## src/rtl/ahb_slave_phase_ctrl_if.sv

```systemverilog
// ahb_slave_phase_ctrl_if: AHB-Lite address/data-phase bundle between bus master and the phase sequencer.
interface ahb_slave_phase_ctrl_if #(
    parameter int ADDR_W = 4
);
    logic              hsel;
    logic [ADDR_W-1:0] haddr;
    logic [1:0]        htrans;
    logic              hwrite;
    logic [1:0]        hsize;
    logic              hready;
    logic              buf_busy;
    logic              hreadyout;
    logic              hresp;
    logic              reg_wr_en;
    logic              reg_rd_en;
    logic [ADDR_W-1:0] reg_addr;
    logic [1:0]        reg_size;
    logic [7:0]        err_cnt;
    modport master (
        output hsel, haddr, htrans, hwrite, hsize, hready, buf_busy,
        input  hreadyout, hresp, reg_wr_en, reg_rd_en, reg_addr, reg_size, err_cnt
    );
    modport slave (
        input  hsel, haddr, htrans, hwrite, hsize, hready, buf_busy,
        output hreadyout, hresp, reg_wr_en, reg_rd_en, reg_addr, reg_size, err_cnt
    );
endinterface

```

## src/rtl/ahb_slave_phase_ctrl.sv

```systemverilog
// ahb_slave_phase_ctrl: AHB-Lite slave sequencer latching address phases, driving register strobes,
// inserting busy wait states and issuing the two-cycle ERROR response.
module ahb_slave_phase_ctrl #(
    parameter int ADDR_W   = 4,
    parameter int NUM_REGS = 14,
    parameter int RO_REGS  = 2,
    parameter int MAX_WAIT = 8
) (
    input logic                   clk,
    input logic                   n_rst,
    ahb_slave_phase_ctrl_if.slave bus
);
    typedef enum logic [1:0] {IDLE, DATA, ERR1, ERR2} state_t;
    localparam int WW = $clog2(MAX_WAIT + 1);
    state_t            r_state;
    logic              r_dp_write;
    logic [ADDR_W-1:0] r_addr;
    logic [1:0]        r_size;
    logic [7:0]        r_err_cnt;
    logic [WW-1:0]     r_wait_cnt;
    logic              w_accept, w_err, w_hold, w_timeout, w_load;
    state_t            w_acc_state, w_next;
    assign w_accept = bus.hsel & bus.hready & bus.htrans[1];
    assign w_err = ({1'b0, bus.haddr} >= (ADDR_W+1)'(NUM_REGS))
                 | (bus.hwrite & ({1'b0, bus.haddr} < (ADDR_W+1)'(RO_REGS)))
                 | (bus.hsize == 2'd3)
                 | ((bus.hsize == 2'd1) & bus.haddr[0])
                 | ((bus.hsize == 2'd2) & (|bus.haddr[1:0]));
    assign w_hold      = (r_state == DATA) & bus.buf_busy;
    assign w_timeout   = w_hold & (r_wait_cnt == WW'(MAX_WAIT - 1));
    assign w_acc_state = !w_accept ? IDLE : (w_err ? ERR1 : DATA);
    // A new address phase is only taken when the current data phase is not stalled and not in ERR1.
    assign w_load      = w_accept & (r_state != ERR1) & !w_hold;
    assign w_next      = (r_state == ERR1) ? ERR2 : (w_hold ? (w_timeout ? ERR1 : DATA) : w_acc_state);
    always_ff @(posedge clk or negedge n_rst) begin
        if (!n_rst) begin
            r_state    <= IDLE;
            r_dp_write <= 1'b0;
            r_addr     <= '0;
            r_size     <= '0;
            r_err_cnt  <= '0;
            r_wait_cnt <= '0;
        end else begin
            r_state <= w_next;
            if (w_load) begin
                r_addr     <= bus.haddr;
                r_size     <= bus.hsize;
                r_dp_write <= bus.hwrite;
                r_wait_cnt <= '0;
            end else if (w_hold) begin
                r_wait_cnt <= r_wait_cnt + 1'b1;
            end
            if (w_next == ERR1 && r_err_cnt != 8'hff)
                r_err_cnt <= r_err_cnt + 1'b1;
        end
    end
    assign bus.hreadyout = (r_state == DATA) ? !bus.buf_busy : (r_state != ERR1);
    assign bus.hresp     = (r_state == ERR1) | (r_state == ERR2);
    assign bus.reg_wr_en = (r_state == DATA) & r_dp_write & !bus.buf_busy;
    assign bus.reg_rd_en = (r_state == DATA) & !r_dp_write & !bus.buf_busy;
    assign bus.reg_addr  = r_addr;
    assign bus.reg_size  = r_size;
    assign bus.err_cnt   = r_err_cnt;
endmodule

```

## src/flat_wrapper.sv

```systemverilog
// flat-port wrapper written by rule: the top's interface ports become plain ports
module ahb_slave_phase_ctrl_flat 
#(
    parameter int ADDR_W   = 4,
    parameter int NUM_REGS = 14,
    parameter int RO_REGS  = 2,
    parameter int MAX_WAIT = 8
)
  (clk, n_rst, bus_hsel, bus_haddr, bus_htrans, bus_hwrite, bus_hsize, bus_hready, bus_buf_busy, bus_hreadyout, bus_hresp, bus_reg_wr_en, bus_reg_rd_en, bus_reg_addr, bus_reg_size, bus_err_cnt);
  ahb_slave_phase_ctrl_if #(.ADDR_W(ADDR_W)) bus_i ();
  input logic clk;
  input logic n_rst;
  input wire logic [$bits(bus_i.hsel)-1:0] bus_hsel;
  input wire logic [$bits(bus_i.haddr)-1:0] bus_haddr;
  input wire logic [$bits(bus_i.htrans)-1:0] bus_htrans;
  input wire logic [$bits(bus_i.hwrite)-1:0] bus_hwrite;
  input wire logic [$bits(bus_i.hsize)-1:0] bus_hsize;
  input wire logic [$bits(bus_i.hready)-1:0] bus_hready;
  input wire logic [$bits(bus_i.buf_busy)-1:0] bus_buf_busy;
  output wire logic [$bits(bus_i.hreadyout)-1:0] bus_hreadyout;
  output wire logic [$bits(bus_i.hresp)-1:0] bus_hresp;
  output wire logic [$bits(bus_i.reg_wr_en)-1:0] bus_reg_wr_en;
  output wire logic [$bits(bus_i.reg_rd_en)-1:0] bus_reg_rd_en;
  output wire logic [$bits(bus_i.reg_addr)-1:0] bus_reg_addr;
  output wire logic [$bits(bus_i.reg_size)-1:0] bus_reg_size;
  output wire logic [$bits(bus_i.err_cnt)-1:0] bus_err_cnt;
  assign bus_i.hsel = bus_hsel;
  assign bus_i.haddr = bus_haddr;
  assign bus_i.htrans = bus_htrans;
  assign bus_i.hwrite = bus_hwrite;
  assign bus_i.hsize = bus_hsize;
  assign bus_i.hready = bus_hready;
  assign bus_i.buf_busy = bus_buf_busy;
  assign bus_hreadyout = bus_i.hreadyout;
  assign bus_hresp = bus_i.hresp;
  assign bus_reg_wr_en = bus_i.reg_wr_en;
  assign bus_reg_rd_en = bus_i.reg_rd_en;
  assign bus_reg_addr = bus_i.reg_addr;
  assign bus_reg_size = bus_i.reg_size;
  assign bus_err_cnt = bus_i.err_cnt;
  ahb_slave_phase_ctrl #(.ADDR_W(ADDR_W), .NUM_REGS(NUM_REGS), .RO_REGS(RO_REGS), .MAX_WAIT(MAX_WAIT)) u_core (.clk(clk), .n_rst(n_rst), .bus(bus_i));
endmodule
```

## config.mk

```make
export PLATFORM = sky130hd
export DESIGN_NAME = ahb_slave_phase_ctrl_flat
export DESIGN_NICKNAME = d
export VERILOG_FILES = /design/src/rtl/ahb_slave_phase_ctrl_if.sv /design/src/rtl/ahb_slave_phase_ctrl.sv /design/src/flat_wrapper.sv
export SDC_FILE = /design/constraint.sdc
export NUM_CORES = 1
export LEC_CHECK = 0
export ABC_AREA = 1
export BUFFER_PORTS_ARGS = -buffer_cell sky130_fd_sc_hd__clkbuf_2
export CELL_PAD_IN_SITES_DETAIL_PLACEMENT = 0
export CELL_PAD_IN_SITES_GLOBAL_PLACEMENT = 1
export CORE_MARGIN = 2
export CORE_UTILIZATION = 37
export CTS_CLUSTER_DIAMETER = 100
export CTS_CLUSTER_SIZE = 28
export DETAILED_ROUTE_END_ITERATION = 16
export GPL_TIMING_DRIVEN = 0
export HOLD_SLACK_MARGIN = 0.05
export PLACE_DENSITY_LB_ADDON = 0.1
export SYNTH_ARGS = -nofsm -noshare
export SYNTH_HDL_FRONTEND = slang
export SYNTH_SLANG_ARGS = --single-unit
```

## constraint.sdc

```tcl
create_clock -name clk -period 1.9 [get_ports clk]
set_clock_uncertainty 0.1 [all_clocks]
set_input_delay 0.19 -clock clk [delete_from_list [all_inputs] [get_ports clk]]
set_output_delay 0.19 -clock clk [all_outputs]
set_load 0.01 [all_outputs]
```

# After elaboration in Yosys (flattened, before gate mapping)

Cells that the tools add are included.

Register bits: 21
Input bits: 14
Logic and storage cells: 52

Add/sub/neg operators: 2
Order comparisons: 2
Equality and inequality tests: 10
Multiplexer cells: 8
Bitwise operators: 18
Reduce and logical (&&, ||, !) cells: 6

Operators with widths:

| operator              | count |
|---|---|
| $and A1 B1 Y1         | 13 |
| $eq A2 B2 Y1 const B  | 5 |
| $mux W2               | 5 |
| $add A8 B1 Y8 const B | 1 |
| $mux W4               | 2 |
| $ne A8 B8 Y1 const B  | 1 |
| $or A1 B1 Y1          | 5 |
| $add A4 B1 Y4 const B | 1 |
| $eq A2 B1 Y1 const B  | 2 |
| $eq A4 B3 Y1 const B  | 1 |
| $ge A4 B4 Y1 const B  | 1 |
| $lt A4 B2 Y1 const B  | 1 |
| $logic_not A1 Y1      | 3 |
| $ne A2 B2 Y1 const B  | 1 |
| $reduce_bool A2 Y1    | 1 |
| $reduce_or A2 Y1      | 1 |
| $logic_and A1 B1 Y1   | 1 |
| $mux W1               | 1 |

# Logic depth before layout (Yosys ltp)

Depth after elaboration: 12
Gate-level depth with buffers: 10
Depth with buffers taken out: 10

# Least setup slack after synthesis

Ideal clock, no wire load.

Path type: reg2reg
Start point: register u_core.r_err_cnt[0] (netlist: u_core.bus.err_cnt[0])
End point: register u_core.r_err_cnt[0] (netlist: u_core.bus.err_cnt[0])
Setup time: 0.065 ns
Arrival: 1.309 ns
Required time: 1.735 ns
Setup slack: 0.426 ns
Cell stages (with the launch flop): 9
Path buffers: 0
Period minus slack after synthesis: 1.474 ns
Cells stage by stage: dfrtp_1 ha_1 nand3_1 nor2_2 nand3_2 clkinv_2 nor2_8 nand3_1 nand2_1

Cells in the longest elaborated chain, start to end: 2
Elaborated cells between the ends (all ways): 3
Classes of those cells: 1 x add/sub; 1 x eq/ne; 1 x reduce/logical

Ends and longest elaborated chain:

| item                                                  | RTL line                   | source |
|---|---|---|
| start, declared                                       | ahb_slave_phase_ctrl.sv:19 | `logic [7:0] r_err_cnt;` |
| start signal, assigned                                | ahb_slave_phase_ctrl.sv:54 | `r_err_cnt <= r_err_cnt + 1'b1;` |
| branches (longest 2 deep; another with $add A8 B1 Y8) | -                          |  |

Parallel ways; which one is timed is not known.
A chain may end at the register's enable or synchronous reset.

# Worst setup path after layout

Start point: register u_core.r_err_cnt[0] (netlist: u_core.bus.err_cnt[0])
End point: register u_core.r_err_cnt[6] (netlist: u_core.bus.err_cnt[6])

The elaborated chain is that of the path after synthesis.

==> impl_metrics.tcl <==
set metrics [dict create \
    setup.worst_path.end_class "flip-flop" \
    leakagePower_nw 0.814 \
    hold_viol_final 0 \
    detail-route-antenna-nets 0 \
    grt_overflow 0 \
    initialDrtViolationCount 42 \
    clk_pin_slew_ns 0.11 \
    r2r_cells 8 \
    cts_setup_buffers 0 \
    cts_tree "yes" \
    slew_viol_final 0 \
    p_int_uw 981 \
    maxSlewHeadroom 0.657 \
    worst-r2r-setup-slack_ns 0.32 \
    initial_core_util 0.394 \
    cellPowerDensity_nw_per_um2 1110 \
    clock_latency_ns 0.29 \
    grt_first_pass_wirelength_um 4110 \
    fin_crit_ns 1.58 \
    grt_pass1_vias 974 \
    max_freq_mhz 633 \
    antenna_found_initial 0 \
    synth.distinct_cells 28 \
    ys_seq_area_frac 0.429 \
    post-route-period-util 0.832 \
    grt_use_total 0.145 \
    dieArea_um2 3780 \
    via_per_inst 4.50 \
    rsz0062_at_grt "false" \
    cts_root_buf "clkbuf_4" \
    drc 0 \
    grt_max_degree 22 \
    power_switching_uw 695 \
    startpoint "u_core.bus.err_cnt[0]" \
    seqPwrFrac 0.441 \
    wl_per_cell_um 10.5 \
    ys_warn_count 0 \
    layout_commonest_cell "nand2_1" \
    n_antenna_cell 0 \
    arrival_ns 1.72 \
    syn_inst 149 \
    core_um2 3100 \
    start_kind "flip-flop" \
    htree_levels 1 \
    timing.rr.start "u_core.bus.err_cnt[0]" \
    tightest_slew_ns 0.514 \
    syn_area_um2 1220 \
    dp_hpwl_um 1850 \
    setup_viol 0 \
    whs_ns 0.0912 \
    layout_common_cells "35 x nand2_1, 30 x clkbuf_2, 21 x dfrtp_1, 14 x nand3_1, 14 x nor2_1" \
    via_count 1044 \
    drt-pass1-iter-count 4 \
    fin_setup_tns_ns 0 \
    io_buffer_count 30 \
    nets 205 \
    critical_path_required_ns 2.04 \
    setup_slack_ns 0.319 \
    cts.sinks 21 \
    status "finished clean" \
    pre_cts_slack_ns 0.331 \
    clockBufferDepth 2 \
    ir_drop_v 0.000444 \
    drt_wl_total_um 2440 \
    cp_max_fo 8 \
    cts_resized 0 \
    synthesis.nets 165 \
    row_count 20 \
    hp-class "primary input to flip-flop" \
    p_total_mw 1.68 \
    dieWidth_um 61.5 \
    postPlaceCellArea_um2 1430 \
    cts_buffers 3 \
    die_h_um 61.5 \
    switching_share 0.415 \
    clkPwrFrac 0.125 \
    syn_area_per_cell_um2 8.21 \
    maxCapViolCount 0 \
    final_cell_area_um2 1510 \
    combPwrFrac 0.435 \
    crit_end "u_core.bus.err_cnt[6]" \
    ios 32 \
    gp_congestion 0.737 \
    areaGrowthSynthToFinish_pct 23.0 \
    drive_above_1_share 0.319 \
    ys_seq_elements 21 \
    r2r_end "u_core.bus.err_cnt[6]" \
    critical_path_class "flip-flop to flip-flop" \
]
## worst min-delay path by stage
stage	from	slack (ns)	cells after the start	end
floorplan	n_rst	-0.21	0	u_core.bus.err_cnt[0]
global placement	n_rst	0.10	1	u_core.bus.reg_addr[2]
detailed placement	n_rst	0.10	1	u_core.bus.reg_addr[2]
CTS	bus_hsize[1]	0.07	3	u_core.bus.reg_size[1]
global route	bus_hsize[0]	0.06	2	u_core.bus.reg_size[0]
finish	bus_hsize[0]	0.09	2	u_core.bus.reg_size[0]
## metal layers
layer	share of wire	wire (um)	track usage	vias up
li1	-	-	-	552
met1	0.49	1190	0.187	467
met2	0.46	1130	0.247	21
met3	0.038	92	0.0189	4
met4	0.012	29	0.0547	0
met5	0	0	0	-
## critical path, cell delays in order, from the launching register on
cell      delay (ns)
dfrtp_1         0.46
ha_1            0.24
nand3_1         0.14
nor2_2          0.06
nand3_2         0.09
clkinv_2        0.10
nor2_8          0.17
nand3_1         0.09
nand2_1         0.08
## state kept, by name, summed over array words and instances, names as in the netlist
register,cells
u_core.bus.err_cnt,8
u_core.bus.reg_addr,4
u_core.r_wait_cnt,4
u_core.bus.reg_size,2
u_core.r_state,2
u_core.r_dp_write,1
## through the flow
stage	util	instances
floorplan	-	149
detailed placement	0.460	223
CTS	0.485	232
global placement	0.460	223
finish	0.485	232
global route	0.485	232
## area by class of cell
type,count,area (um^2)
multi-input cells,107,611
well taps,44,55.1
plain buffers,2,12.5
clock buffers,4,26.3
flip-flops and latches,21,526
repair buffers,35,200
inverters,19,75.1
fillers,319,1600
## cell families after synthesis
logic type      Yosys count  share of synthesized area
simple gates             85                      0.364
mux                       1                    0.00920
fa+ha+maj                 2                     0.0204
compound gates           13                     0.0624
xor+xnor                  6                     0.0430
buf+inv                  21                     0.0716
flops                    21                      0.429
## cells in the mapped netlist, drive strengths merged
cell type,number,area (um^2)
nand2,44,203
dfrtp,21,526
nor2,19,103
inv,18,70.1
nand3,17,108
o21ai,10,50.0
a21oi,3,26.3
xnor2,3,26.3
xor2,3,26.3
buf,2,12.5
ha,2,25.0
nand3b,2,15.0
nand4,2,12.5
clkinv,1,5.00
mux2,1,11.3
nor3,1,5.00
## what timing repair did
item                                    in CTS  in global routing
endpoints found under the setup margin       0                  0
endpoints found under the hold margin       25                  0
hold buffers                                 5                  0
## power groups by stage
stage	Sequential, mW	Combinational (mW)	Clock (mW)
floorplan	0.768	0.462	0
global placement	0.738	0.722	0
detailed placement	0.748	0.733	0
CTS	0.739	0.743	0.227
global route	0.766	0.831	0.251
finish	0.738	0.728	0.209
Note: power is estimated with default switching activity, not from simulation.
